--- src/rtl/riscv_run_sequencer.sv ---
// Run/step/reset sequencer for a RISC-V core driven by CPU control-register levels.
// Optional macro RISCV_RUN_CYCLE_CNT_EN adds a free-running count of enabled core cycles.
//
// state    | meaning
// RST_HOLD | core held in reset, hold timer counting down
// HALT     | core out of reset, clock-enable off, waiting for run/step
// RUN      | core advancing freely
// STEP     | core advancing until the first retire
// STOP     | core stopped, waiting for bus drain (core_idle)
module riscv_run_sequencer #(
    parameter int unsigned RESET_CYCLES = 4
) (
    input  logic        clk,
    input  logic        rst,
    input  logic        ctrl_run,
    input  logic        ctrl_reset,
    input  logic        ctrl_step,
    input  logic        core_retire,
    input  logic        core_idle,
    output logic        core_rst,
    output logic        core_en,
    output logic        step_done,
    output logic [2:0]  seq_state,
    output logic [31:0] run_cycles
);

    typedef enum logic [2:0] {
        S_RST_HOLD = 3'd0,
        S_HALT     = 3'd1,
        S_RUN      = 3'd2,
        S_STEP     = 3'd3,
        S_STOP     = 3'd4
    } state_t;

    localparam logic [7:0] HOLD_LOAD = 8'(RESET_CYCLES);

    state_t     state_q, state_d;
    logic [7:0] hold_cnt_q, hold_cnt_d;
    logic       step_prev_q;
    logic       step_edge;
    logic       core_rst_q, core_rst_d;
    logic       core_en_q, core_en_d;
    logic       step_done_q, step_done_d;

    assign step_edge = ctrl_step & ~step_prev_q;

    always_ff @(posedge clk) begin
        if (rst) begin
            state_q     <= S_RST_HOLD;
            hold_cnt_q  <= HOLD_LOAD;
            step_prev_q <= 1'b0;
            core_rst_q  <= 1'b1;
            core_en_q   <= 1'b0;
            step_done_q <= 1'b0;
        end else begin
            state_q     <= state_d;
            hold_cnt_q  <= hold_cnt_d;
            step_prev_q <= ctrl_step;
            core_rst_q  <= core_rst_d;
            core_en_q   <= core_en_d;
            step_done_q <= step_done_d;
        end
    end

    always_comb begin
        state_d     = state_q;
        hold_cnt_d  = hold_cnt_q;
        step_done_d = 1'b0;
        if (ctrl_reset) begin
            // Core reset request overrides everything, including a pending retire in STEP.
            state_d    = S_RST_HOLD;
            hold_cnt_d = HOLD_LOAD;
        end else begin
            unique case (state_q)
                S_RST_HOLD: begin
                    if (hold_cnt_q <= 8'd1) begin
                        hold_cnt_d = 8'd0;
                        state_d    = S_HALT;
                    end else begin
                        hold_cnt_d = hold_cnt_q - 8'd1;
                    end
                end
                S_HALT: begin
                    if (ctrl_run)       state_d = S_RUN;
                    else if (step_edge) state_d = S_STEP;
                end
                S_RUN: begin
                    if (!ctrl_run) state_d = S_STOP;
                end
                S_STEP: begin
                    if (core_retire) begin
                        state_d     = S_STOP;
                        step_done_d = 1'b1;
                    end
                end
                S_STOP: begin
                    if (core_idle) state_d = S_HALT;
                end
                default: begin
                    state_d    = S_RST_HOLD;
                    hold_cnt_d = HOLD_LOAD;
                end
            endcase
        end
        core_rst_d = (state_d == S_RST_HOLD);
        core_en_d  = (state_d == S_RUN) || (state_d == S_STEP);
    end

    assign core_rst  = core_rst_q;
    assign core_en   = core_en_q;
    assign step_done = step_done_q;
    assign seq_state = state_q;

`ifdef RISCV_RUN_CYCLE_CNT_EN
    logic [31:0] run_cycles_q;

    always_ff @(posedge clk) begin
        if (rst)                          run_cycles_q <= 32'd0;
        else if (state_d == S_RST_HOLD)   run_cycles_q <= 32'd0;
        else if (core_en_q)               run_cycles_q <= run_cycles_q + 32'd1;
    end

    assign run_cycles = run_cycles_q;
`else
    assign run_cycles = 32'd0;
`endif

endmodule

--- config.mk ---
export PLATFORM = sky130hd
export DESIGN_NAME = riscv_run_sequencer
export DESIGN_NICKNAME = d
export VERILOG_FILES = /design/src/rtl/riscv_run_sequencer.sv
export SDC_FILE = /design/constraint.sdc
export NUM_CORES = 1
export LEC_CHECK = 0
export BUFFER_PORTS_ARGS = -buffer_cell sky130_fd_sc_hd__buf_2
export CORE_UTILIZATION = 46
export DETAILED_ROUTE_END_ITERATION = 8
export GPL_TIMING_DRIVEN = 0
export HOLD_SLACK_MARGIN = 0.1
export PLACE_DENSITY = 0.84
export SYNTH_ARGS = -nofsm -noshare
export SYNTH_HDL_FRONTEND = slang
export SYNTH_SLANG_ARGS = --single-unit
export TNS_END_PERCENT = 10
--- constraint.sdc ---
create_clock -name clk -period 1.8 [get_ports clk]
set_input_delay 0.18 -clock clk [delete_from_list [all_inputs] [get_ports clk]]
set_output_delay 0.18 -clock clk [all_outputs]
set_load 0.005 [all_outputs]
---- After elaboration in Yosys (flattened, before gate mapping) ----
Cells that the tools add are included.
storage, ports and cells
  output and inout port bits .............. 38
  bits in registers ....................... 15
  input bits .............................. 7
cells by class
  bitwise operators ....................... 3
  add/subtract/negate cells ............... 1
  eq/ne operators ......................... 6
  reduce and logical (&&, ||, !) cells .... 6
  multiplexer cells ....................... 11
  $lt $le $gt $ge ......................... 1
operators with widths
  kind                   count
  $mux W3                7
  $pmux W8 S2            1
  $pmux W3 S5            1
  $eq A3 B2 Y1 const B   4
  $le A8 B1 Y1 const B   1
  $mux W8                1
  $sub A8 B1 Y8 const B  1
  $logic_not A3 Y1       2
  $reduce_or A4 Y1       1
  $eq A3 B1 Y1 const B   1
  $eq A3 B3 Y1 const B   1
  $reduce_or A3 Y1       1
  $not A1 Y1             2
  $reduce_or A2 Y1       1
  $and A1 B1 Y1          1
  $logic_or A1 B1 Y1     1
  $mux W1                1

---- Logic depth before layout (Yosys ltp) ----
Gate-level depths: netlist of the first run.
  depth in word-level cells ............... 8
  mapped depth ............................ 6
  depth with buffers taken out ............ 6

---- Worst setup path before layout of the first run ----
Ideal clock, no wire load.
  path type ............................... reg-to-reg
  start point ............................. register state_q[1], in the netlist seq_state[1]
  end point ............................... register hold_cnt_q[3]
  data required time ...................... 1.683 ns
  stages on the path, launching flop included .. 6
  arrival time ............................ 1.406 ns
  clock period less this slack ............ 1.523 ns
  setup slack ............................. 0.277 ns
  library setup time ...................... 0.117 ns
  buffers on the path ..................... 1
  cells stage by stage .................... dfxtp_1 -> buf_6 -> or3_1 -> or4_1 -> a32oi_1 -> nor2_1
on the way
  cells in the longest elaborated chain, start to end .. 3
  elaborated cells on any way between the ends .. 7
  classes of those cells .................. eq/ne (4); mux (1); reduce/logical (2)
RTL lines
  element                               RTL line  source
  start, declared                       37        state_t state_q, state_d;
  start signal, assigned                56        state_q <= state_d;
  $eq A3 B3 Y1 (tied with other cells)  74        unique case (state_q)
  $reduce_or A4 Y1 (no line)            -
  $pmux W8 S2                           74
  end signal, assigned                  57        hold_cnt_q <= hold_cnt_d;
  end, declared                         38        logic [7:0] hold_cnt_q, hold_cnt_d;
Several ways; a longest one is shown, not always the timed one.
A chain may end at the register's enable or synchronous reset.

---- Worst setup path in the final report of the first run ----
  start point ............................. register hold_cnt_q[0]
  end point ............................... register hold_cnt_q[2]
on the way
  cells in the longest elaborated chain, start to end .. 3
  elaborated cells on any way between the ends .. 4
  classes of those cells .................. add/sub (1); order compare (1); mux (2)
RTL lines
  element                                               RTL line  source
  $sub A8 B1 Y8 / $le A8 B1 Y1 (equally long branches)  80, 76
  $mux W8 *                                             76        if (hold_cnt_q <= 8'd1) begin
  $pmux W8 S2 *                                         74
Mark *: on every way between the ends. The rest lies on a longest branch, timed or not.

==> flow_summary.json, run 1 <==
{
  "use_met2": 0.310,
  "finalNetCount": 182,
  "cp_slowest_cell": "dfxtp_1",
  "netlist_instances": 124,
  "p_sw_frac": 0.328,
  "hpwl_um": 1520,
  "cpPeakStageDelay_ns": 0.38,
  "timing.critical_path.arrival_ns": 1.94,
  "synth.distinct_cells": 39,
  "skew_ns": 0.0146,
  "hold_ws_ns": 0.120,
  "ys_seq_area_frac": 0.297,
  "required_ns": 2.01,
  "clkSinkCount": 15,
  "grt_pass1_wl_um": 3170,
  "synth_area_leaders": "dfxtp_1 30%, buf_4 24%, nand2_1 3.0%",
  "clk_pin_slew_ns": 0.08,
  "vias_per_cell": 4.62,
  "htreeDepth": 1,
  "final_cells": 199,
  "grt_max_degree": 11,
  "crit_path_start_kind": "flop",
  "die_area_um2": 2390,
  "drc_errors": 0,
  "detail_route.wl_per_cell_um": 9.47,
  "clock_latency_ns": 0.30,
  "fmax_mhz": 579,
  "cp-end-kind": "flop",
  "cell_internal_pwr_uw": 583,
  "crit_type": "reg -> reg",
  "grt_pass1_vias": 801,
  "postRouteAntennaNets": 0,
  "clockBufferDepth": 2,
  "ys_top_cells_by_count": "32 x buf_4, 15 x dfxtp_1, 8 x nand2_1, 8 x nor2_1, 6 x inv_1",
  "dpl_worst_slack_ns": 0.108,
  "power_frac_comb": 0.309,
  "hold_viol_final": 0,
  "track_usage": 0.166,
  "placed_cells": 194,
  "multi_input_area_um2": 549,
  "regArea_um2": 300,
  "initial_core_util": 0.501,
  "vias": 919,
  "drtIter0Drc": 22,
  "ys.flop_type": "dfxtp_1",
  "drt-pass1-iter-count": 4,
  "hp-class": "in -> reg",
  "p_leak_nw": 0.636,
  "crit_fanout": 6,
  "area_growth_pct": 25.3,
  "use_met1": 0.174,
  "max_slew_margin": 0.409,
  "avgSynthCellArea_um2": 8.16,
  "seqPwrFrac": 0.465,
  "maxCapViolations": 0,
  "rows": 16,
  "drv_slew": 0,
  "synth-edff-count": 0,
  "ios": 45,
  "n_antenna_cell": 0,
  "met3_usage": 0.0405,
  "synth_seq_cells": 15,
  "synth_area_leader_cell": "dfxtp_1",
  "busiest_layer": "met2",
  "fillCellCount": 196,
  "path_cells": "inv_1 > ha_1 > or2_2 > a31oi_1 > nand2_1 > o21ai_0",
  "ir_worst_vdd_uv": 405,
  "synth.most_common_cell": "buf_4",
  "fin_util": 0.627,
  "core_um2": 2020,
  "drt_wl_total_um": 1880,
  "routabilityCongestion": 0.806,
  "drive_above_1_share": 0.326,
  "port_buffers": 12,
  "cts_root_buf": "clkbuf_4",
  "yosys_warnings": 0,
  "overflow": 0,
  "synth_area_um2": 1010,
  "clkPwrFrac": 0.227,
  "die_h_um": 48.9,
  "rsz0062_at_grt": "true",
  "cts_setup_buffers": 0,
  "die_width_um": 48.9,
  "worst-slew-pin-transition_ns": 0.879,
  "p_switching_uw": 284,
  "antenna_found_initial": 0,
  "yosysTopAreaCellShare": 0.297,
  "fin_crit_ns": 1.73,
  "synthArstFlopShare": 0,
  "numCtsBuffers": 3,
  "setup_violations": 0,
  "period_share": 0.959,
  "outcome": "completed",
  "powerDensity_nw_per_um2": 683,
  "cts_tree": "done",
  "worst_slack_ns": 0.0738
}
-- final cells by class --
type,count,share of cell area
multi-input cells,98,0.433
flip-flops and latches,15,0.237
plain buffers,36,0.209
repair buffers,13,0.0552
well taps,27,0.0266
clock buffers,3,0.0178
inverters,6,0.0178
clock inverters,1,0.00394
-- power groups by stage --
stage	sequential (mW)	clock, mW	combinational [mW]
after floorplan	0.400	0	0.218
after global placement	0.406	0	0.250
after detailed placement	0.409	0	0.261
after CTS	0.402	0.200	0.264
after global routing	0.408	0.215	0.304
final	0.403	0.197	0.268
-- what timing repair did --
action                     CTS  global route
resized for setup            0             1
setup endpoints to repair    0             7
hold endpoints to repair     1             0
hold buffers                 1             0
-- layer usage --
| layer | up-vias | share of wire | routed length (um) |
|---|---|---|---|
| li1 | 469 | - | - |
| met1 | 403 | 0.40 | 750 |
| met2 | 40 | 0.52 | 971 |
| met3 | 7 | 0.063 | 118 |
| met4 | 0 | 0.023 | 44 |
| met5 | - | 0 | 0 |
-- logic make-up (layout without fill, tap and decap cells) --
family	after synthesis	after routing	share of synthesized area
and+or+nand+nor	42	42	0.223
buffers and inverters	42	59	0.284
AOI/OAI and AO/OA	19	19	0.138
DFF	15	15	0.297
adders and majority gates	2	2	0.0247
muxes	2	2	0.0210
other	1	32	0.00370
xor gates and xnor gates	1	1	0.00865
-- final timing paths --
kind                       from            end  slack (ns)  depth (start not counted)
setup / recovery  hold_cnt_q[0]  hold_cnt_q[2]        0.07                          6
hold reg to reg   hold_cnt_q[7]  hold_cnt_q[7]        0.49                          1
hold / removal        ctrl_step    step_prev_q        0.12                          2
setup reg to reg  hold_cnt_q[0]  hold_cnt_q[2]        0.07                          6
-- registers in the layout, indices dropped and copies added, names as in the netlist --
name and count:
seq_state 3, core_en 1, core_rst 1, step_prev_q 1, hold_cnt_q 8, step_done 1
-- layout by cell type (no fill, tap or decap), types with 2 or more instances in the layout --
cell type and count:
a41oi_1 2, ha_1 2, or4_1 2, nand3_1 4, inv_1 6, nor3_1 3, o21ai_0 3, dfxtp_1 15
nand2_1 8, buf_2 13, buf_4 32, conb_1 32, nor4_1 3, a32oi_1 2, clkbuf_4 3, nor2b_1 3
or3_1 2, nor2_1 8, a31oi_1 3, nand3b_1 2, o221a_2 2, o22ai_1 2
-- worst max-delay path: cells and delay by family, from the launching register on --
| kind | cells | cell delay, ns |
|---|---|---|
| AOI/OAI and AO/OA | 2 | 0.49 |
| adders and majority gates | 1 | 0.28 |
| buffers and inverters | 1 | 0.08 |
| DFF | 1 | 0.38 |
| and+or+nand+nor | 2 | 0.42 |
-- through the flow --
step,TNS [ns],area [um^2],power [mW]
detailed placement,0,1220,0.670
floorplan,0,1130,0.618
global route,-0.113,1270,0.927
CTS,0,1260,0.865
global placement,0,1220,0.656
finish,0,1270,0.867
Note: power is estimated with default switching activity, not from simulation.
==> run 2: changes to the inputs <==
RECOVER_POWER = 100   (was default)
clock period = 1.9 ns   (was 1.8 ns; I/O delays follow)
==> run 2 against run 1 <==
  * Critical path depth rose by 1
  * Final cell count is the same
  * Global-route usage unchanged
  * Highest routed layer unchanged
  * Via count rose by 0.22%
  * Routed wire length up 0.21%
  * Setup slack improved by 0.025 ns
  * Clock-buffer cell count stayed put
  * Sequential share of layout area up 0.094 points
  * Sequential cell count did not move
  * Combinational power shrank 6%
==> flow_summary.json, run 2 (synthesis results as in run 1) <==
{
  "grt_max_degree": 11,
  "fillCellCount": 199,
  "final_cells": 199,
  "ir_worst_vdd_uv": 383,
  "clkSinkCount": 15,
  "drt-pass1-iter-count": 4,
  "clockBufferDepth": 2,
  "fin_crit_ns": 1.80,
  "core_um2": 2020,
  "n_antenna_cell": 0,
  "p_sw_frac": 0.328,
  "p_leak_nw": 0.622,
  "cts_root_buf": "clkbuf_4",
  "reg2reg_depth": 6,
  "dpl_worst_slack_ns": 0.208,
  "holdPathStages": 2,
  "holdCritStartpoint": "ctrl_step",
  "clk_pin_slew_ns": 0.10,
  "fin_util": 0.625,
  "cp_slowest_cell": "dlygate4sd3_1",
  "worst-slew-pin-transition_ns": 0.845,
  "final.setup.tns_ns": 0,
  "grt_pass1_vias": 801,
  "powerDensity_nw_per_um2": 650,
  "skew_ns": 0.0146,
  "vias": 921,
  "timing.critical_path.arrival_ns": 2.00,
  "max_slew_margin": 0.431,
  "outcome": "completed",
  "detail_route.wl_per_cell_um": 9.49,
  "path_cells": "dlygate4sd3_1 > clkbuf_1 > or2_1 > clkbuf_1 > or4_1 > o211ai_1 > nor3_1",
  "track_usage": 0.166,
  "vias_per_cell": 4.63,
  "rows": 16,
  "setup_violations": 0,
  "clkPwrFrac": 0.227,
  "hpwl_um": 1520,
  "period_share": 0.948,
  "r2r_slack_ns": 0.18,
  "r2r-start": "hold_cnt_q[0]",
  "initial_core_util": 0.501,
  "grt_pass1_wl_um": 3170,
  "worst_slack_ns": 0.0987,
  "required_ns": 2.09,
  "rsz0062_at_grt": "false",
  "fmax_mhz": 555,
  "hp-class": "in -> reg",
  "ios": 45,
  "rr_endpoint": "hold_cnt_q[2]",
  "cell_internal_pwr_uw": 551,
  "die_width_um": 48.9,
  "die_h_um": 48.9,
  "drt_wl_total_um": 1890,
  "cts_tree": "done",
  "routabilityCongestion": 0.806,
  "crit_fanout": 9,
  "hold_ws_ns": 0.130,
  "largest_register_ff_count": 8,
  "placed_area_um2": 1220,
  "hold_viol_final": 0,
  "cp-end-kind": "flop",
  "cpPeakStageDelay_ns": 0.53,
  "fin_total_pwr_uw": 821,
  "layout_common_cells": "32 x buf_4, 32 x conb_1, 15 x dfxtp_1",
  "numCtsBuffers": 3,
  "p_switching_uw": 270,
  "finalNetCount": 182,
  "postRouteAntennaNets": 0,
  "drc_errors": 0,
  "crit_top_cell": "clkbuf_1",
  "crit_type": "in -> reg",
  "drive_above_1_share": 0.302,
  "min_to": "step_prev_q",
  "htreeDepth": 1,
  "largest-register": "hold_cnt_q",
  "port_buffers": 12,
  "antenna_found_initial": 0,
  "clock_latency_ns": 0.30,
  "die_area_um2": 2390,
  "fin_area_um2": 1260,
  "crit_path_start_kind": "input pin",
  "cts_setup_buffers": 0,
  "seqPwrFrac": 0.465,
  "drv_slew": 0,
  "placed_cells": 194,
  "overflow": 0,
  "maxCapViolations": 0,
  "power_frac_comb": 0.308,
  "area_growth_pct": 24.8,
  "drtIter0Drc": 25
}
-- run 2: cell type report --
class,instances,area (um^2),area share
buffer,36,264,0.209
clock buffer,3,22.5,0.0178
clock inverter,1,5.00,0.00396
inverter,6,22.5,0.0178
multi-input combinational,98,549,0.435
sequential,15,300,0.238
tap,27,33.8,0.0267
timing repair buffer,13,66.3,0.0525
-- run 2: timing repair --
action	CTS	global route
hold buffers	1	0
gates resized for setup	0	1
setup endpoints to repair	0	2
hold endpoints to repair	1	0
-- run 2: worst max path at each step --
stage / start / end / cells after the start
3_3_place_gp: hold_cnt_q[0] / hold_cnt_q[2] / 6
5_1_grt: rst / hold_cnt_q[7] / 7
2_1_floorplan: seq_state[1] / hold_cnt_q[3] / 5
6_report: rst / core_rst / 7
4_1_cts: rst / hold_cnt_q[4] / 7
3_5_place_dp: hold_cnt_q[0] / hold_cnt_q[2] / 6
-- run 2: worst max-delay path: cells and delay by family --
kind | cells | cell delay, ns
buf+inv | 3 | 0.87
simple gates | 3 | 0.80
compound gates | 1 | 0.13
-- run 2: routing by layer --
metal | vias up | global-route usage | wire length [um]
li1 | 468 | - | -
met1 | 403 | 0.174 | 756
met2 | 41 | 0.310 | 965
met3 | 9 | 0.0405 | 115
met4 | 0 | 0.0735 | 50
met5 | - | 0 | 0
-- run 2: power by group through the flow --
stage / sequential (mW) / combinational [mW] / clock [mW]
2_1_floorplan: 0.379 / 0.206 / 0
3_3_place_gp: 0.384 / 0.237 / 0
3_5_place_dp: 0.388 / 0.247 / 0
5_1_grt: 0.387 / 0.288 / 0.203
4_1_cts: 0.381 / 0.250 / 0.189
6_report: 0.382 / 0.253 / 0.187
==> run 3: changes to the inputs <==
==> constraint.sdc (replaced) <==
create_clock -name clk -period 1.9 [get_ports clk]
set_input_delay 0 -clock clk [delete_from_list [all_inputs] [get_ports clk]]
set_output_delay 0 -clock clk [all_outputs]
set_load 0.005 [all_outputs]
==> run 3 against run 2 <==
  * Register-to-register slack about the same
  * Non-clock buffer count increased by 3
  * Worst hold slack got worse by 0.021 ns
  * Sequential share of layout area down 0.39 points
  * Setup slack better by 0.082 ns
  * Combinational power rose by 2%
  * Critical endpoint is now hold_cnt_q[2]
  * Routed wire length rose by 3.5%
  * Total power up 0.52%
  * Critical path type is now reg -> reg
  * Core utilization is 1.1 points higher
  * Critical path depth shrank 1
==> flow_summary.json, run 3 (synthesis results as in run 1) <==
{
  "grt_pass1_wl_um": 3240,
  "final.setup.tns_ns": 0,
  "worst-slew-pin-transition_ns": 0.823,
  "p_leak_nw": 0.633,
  "finalNetCount": 185,
  "maxCapViolations": 0,
  "cell_internal_pwr_uw": 555,
  "hold_viol_final": 0,
  "rr_endpoint": "hold_cnt_q[2]",
  "drv_slew": 0,
  "cpPeakStageDelay_ns": 0.38,
  "fillCellCount": 195,
  "initial_core_util": 0.501,
  "n_antenna_cell": 0,
  "cts_root_buf": "clkbuf_4",
  "numCtsBuffers": 3,
  "drt_wl_total_um": 1960,
  "antenna_found_initial": 0,
  "drive_above_1_share": 0.297,
  "skew_ns": 0.0144,
  "seqPwrFrac": 0.461,
  "ios": 45,
  "power_frac_comb": 0.312,
  "rsz0062_at_grt": "false",
  "p_sw_frac": 0.328,
  "overflow": 0,
  "hpwl_um": 1520,
  "path_cells": "inv_1 > ha_1 > or2_2 > a31oi_1 > nand2_1 > o21ai_0",
  "fin_total_pwr_uw": 825,
  "vias_per_cell": 4.58,
  "detail_route.wl_per_cell_um": 9.68,
  "dpl_worst_slack_ns": 0.208,
  "clockBufferDepth": 2,
  "multi_input_area_um2": 541,
  "cp_slowest_cell": "dfxtp_1",
  "timing.critical_path.arrival_ns": 1.93,
  "dr_wl_met3_um": 94,
  "placed_cells": 194,
  "fin_area_um2": 1280,
  "crit_type": "reg -> reg",
  "port_buffers": 12,
  "crit_fanout": 6,
  "drc_errors": 0,
  "area_growth_pct": 26.9,
  "p_switching_uw": 270,
  "hp-class": "in -> reg",
  "final_cells": 202,
  "core_um2": 2020,
  "rows": 16,
  "cp-end-kind": "flop",
  "clkPwrFrac": 0.227,
  "r2r-start": "hold_cnt_q[0]",
  "ir_worst_vdd_uv": 383,
  "grt_pass1_vias": 822,
  "fmax_mhz": 582,
  "fin_util": 0.636,
  "clkSinkCount": 15,
  "period_share": 0.905,
  "met1_length_um": 808,
  "top_layer": "met4",
  "reg2reg_depth": 6,
  "vias": 926,
  "die_h_um": 48.9,
  "outcome": "completed",
  "clock_latency_ns": 0.30,
  "critical-path-top-delay-family": "compound AO/OA/AOI/OAI gates",
  "htreeDepth": 1,
  "holdPathStages": 4,
  "crit_path_start_kind": "flop",
  "drt-pass1-iter-count": 4,
  "fin_crit_ns": 1.72,
  "met2_length_um": 984,
  "required_ns": 2.11,
  "hold_ws_ns": 0.109,
  "grt_max_degree": 11,
  "die_width_um": 48.9,
  "regArea_um2": 300,
  "drtIter0Drc": 20,
  "largest_register_ff_count": 8,
  "track_usage": 0.171,
  "layout_common_cells": "32 x buf_4, 32 x conb_1, 15 x dfxtp_1",
  "worst_slack_ns": 0.181,
  "die_area_um2": 2390,
  "holdCritStartpoint": "ctrl_reset",
  "cp_num_buf_inv": 1,
  "max_slew_margin": 0.446,
  "r2r_slack_ns": 0.18,
  "postRouteAntennaNets": 0,
  "min_to": "hold_cnt_q[6]",
  "routabilityCongestion": 0.806,
  "powerDensity_nw_per_um2": 642,
  "cts_tree": "done",
  "placed_area_um2": 1220,
  "setup_violations": 0,
  "clk_pin_slew_ns": 0.10,
  "largest-register": "hold_cnt_q"
}
-- run 3: cell count changes in the layout (fill, tap and decap cells not counted), sizes merged --
cell and delta:
dlygate4sd3 +3, clkbuf -1, buf +1
-- run 3: power groups by stage --
stage / Sequential [mW] / Combinational [mW] / Clock, mW
2_1_floorplan: 0.379 / 0.206 / 0
3_3_place_gp: 0.384 / 0.237 / 0
3_5_place_dp: 0.388 / 0.247 / 0
4_1_cts: 0.381 / 0.254 / 0.189
5_1_grt: 0.387 / 0.292 / 0.203
6_report: 0.380 / 0.258 / 0.187
-- run 3: layout make-up --
cell class / count / share of cell area
buffer: 36 / 0.205
clock buffer: 3 / 0.0175
clock inverter: 1 / 0.00389
inverter: 6 / 0.0175
multi-input combinational: 98 / 0.421
sequential: 15 / 0.234
tap: 27 / 0.0263
timing repair buffer: 16 / 0.0750
-- run 3: worst max-delay path by stage --
stage,from,end,slack (ns),depth (start not counted)
3_3_place_gp,hold_cnt_q[0],hold_cnt_q[2],0.28,6
5_1_grt,hold_cnt_q[1],hold_cnt_q[7],0.05,6
6_report,hold_cnt_q[0],hold_cnt_q[2],0.18,6
2_1_floorplan,seq_state[1],hold_cnt_q[3],0.38,5
4_1_cts,hold_cnt_q[0],hold_cnt_q[2],0.18,6
3_5_place_dp,hold_cnt_q[0],hold_cnt_q[2],0.21,6
-- run 3: worst reg2reg max path: stages (launching register included) --
cell	delay [ns]
dfxtp_1	0.38
inv_1	0.08
ha_1	0.28
or2_2	0.31
a31oi_1	0.34
nand2_1	0.10
o21ai_0	0.15
-- run 3: per-layer routing --
metal	vias up	GRT usage
met5	-	0
met4	0	0.0882
met3	9	0.0405
met2	30	0.315
met1	412	0.178
li1	475	-
-- run 3: timing repair --
action                    CTS  global route
hold endpoints to repair    4             0
setup buffers               0             0
gates resized for setup     0             0
hold buffers                4             0
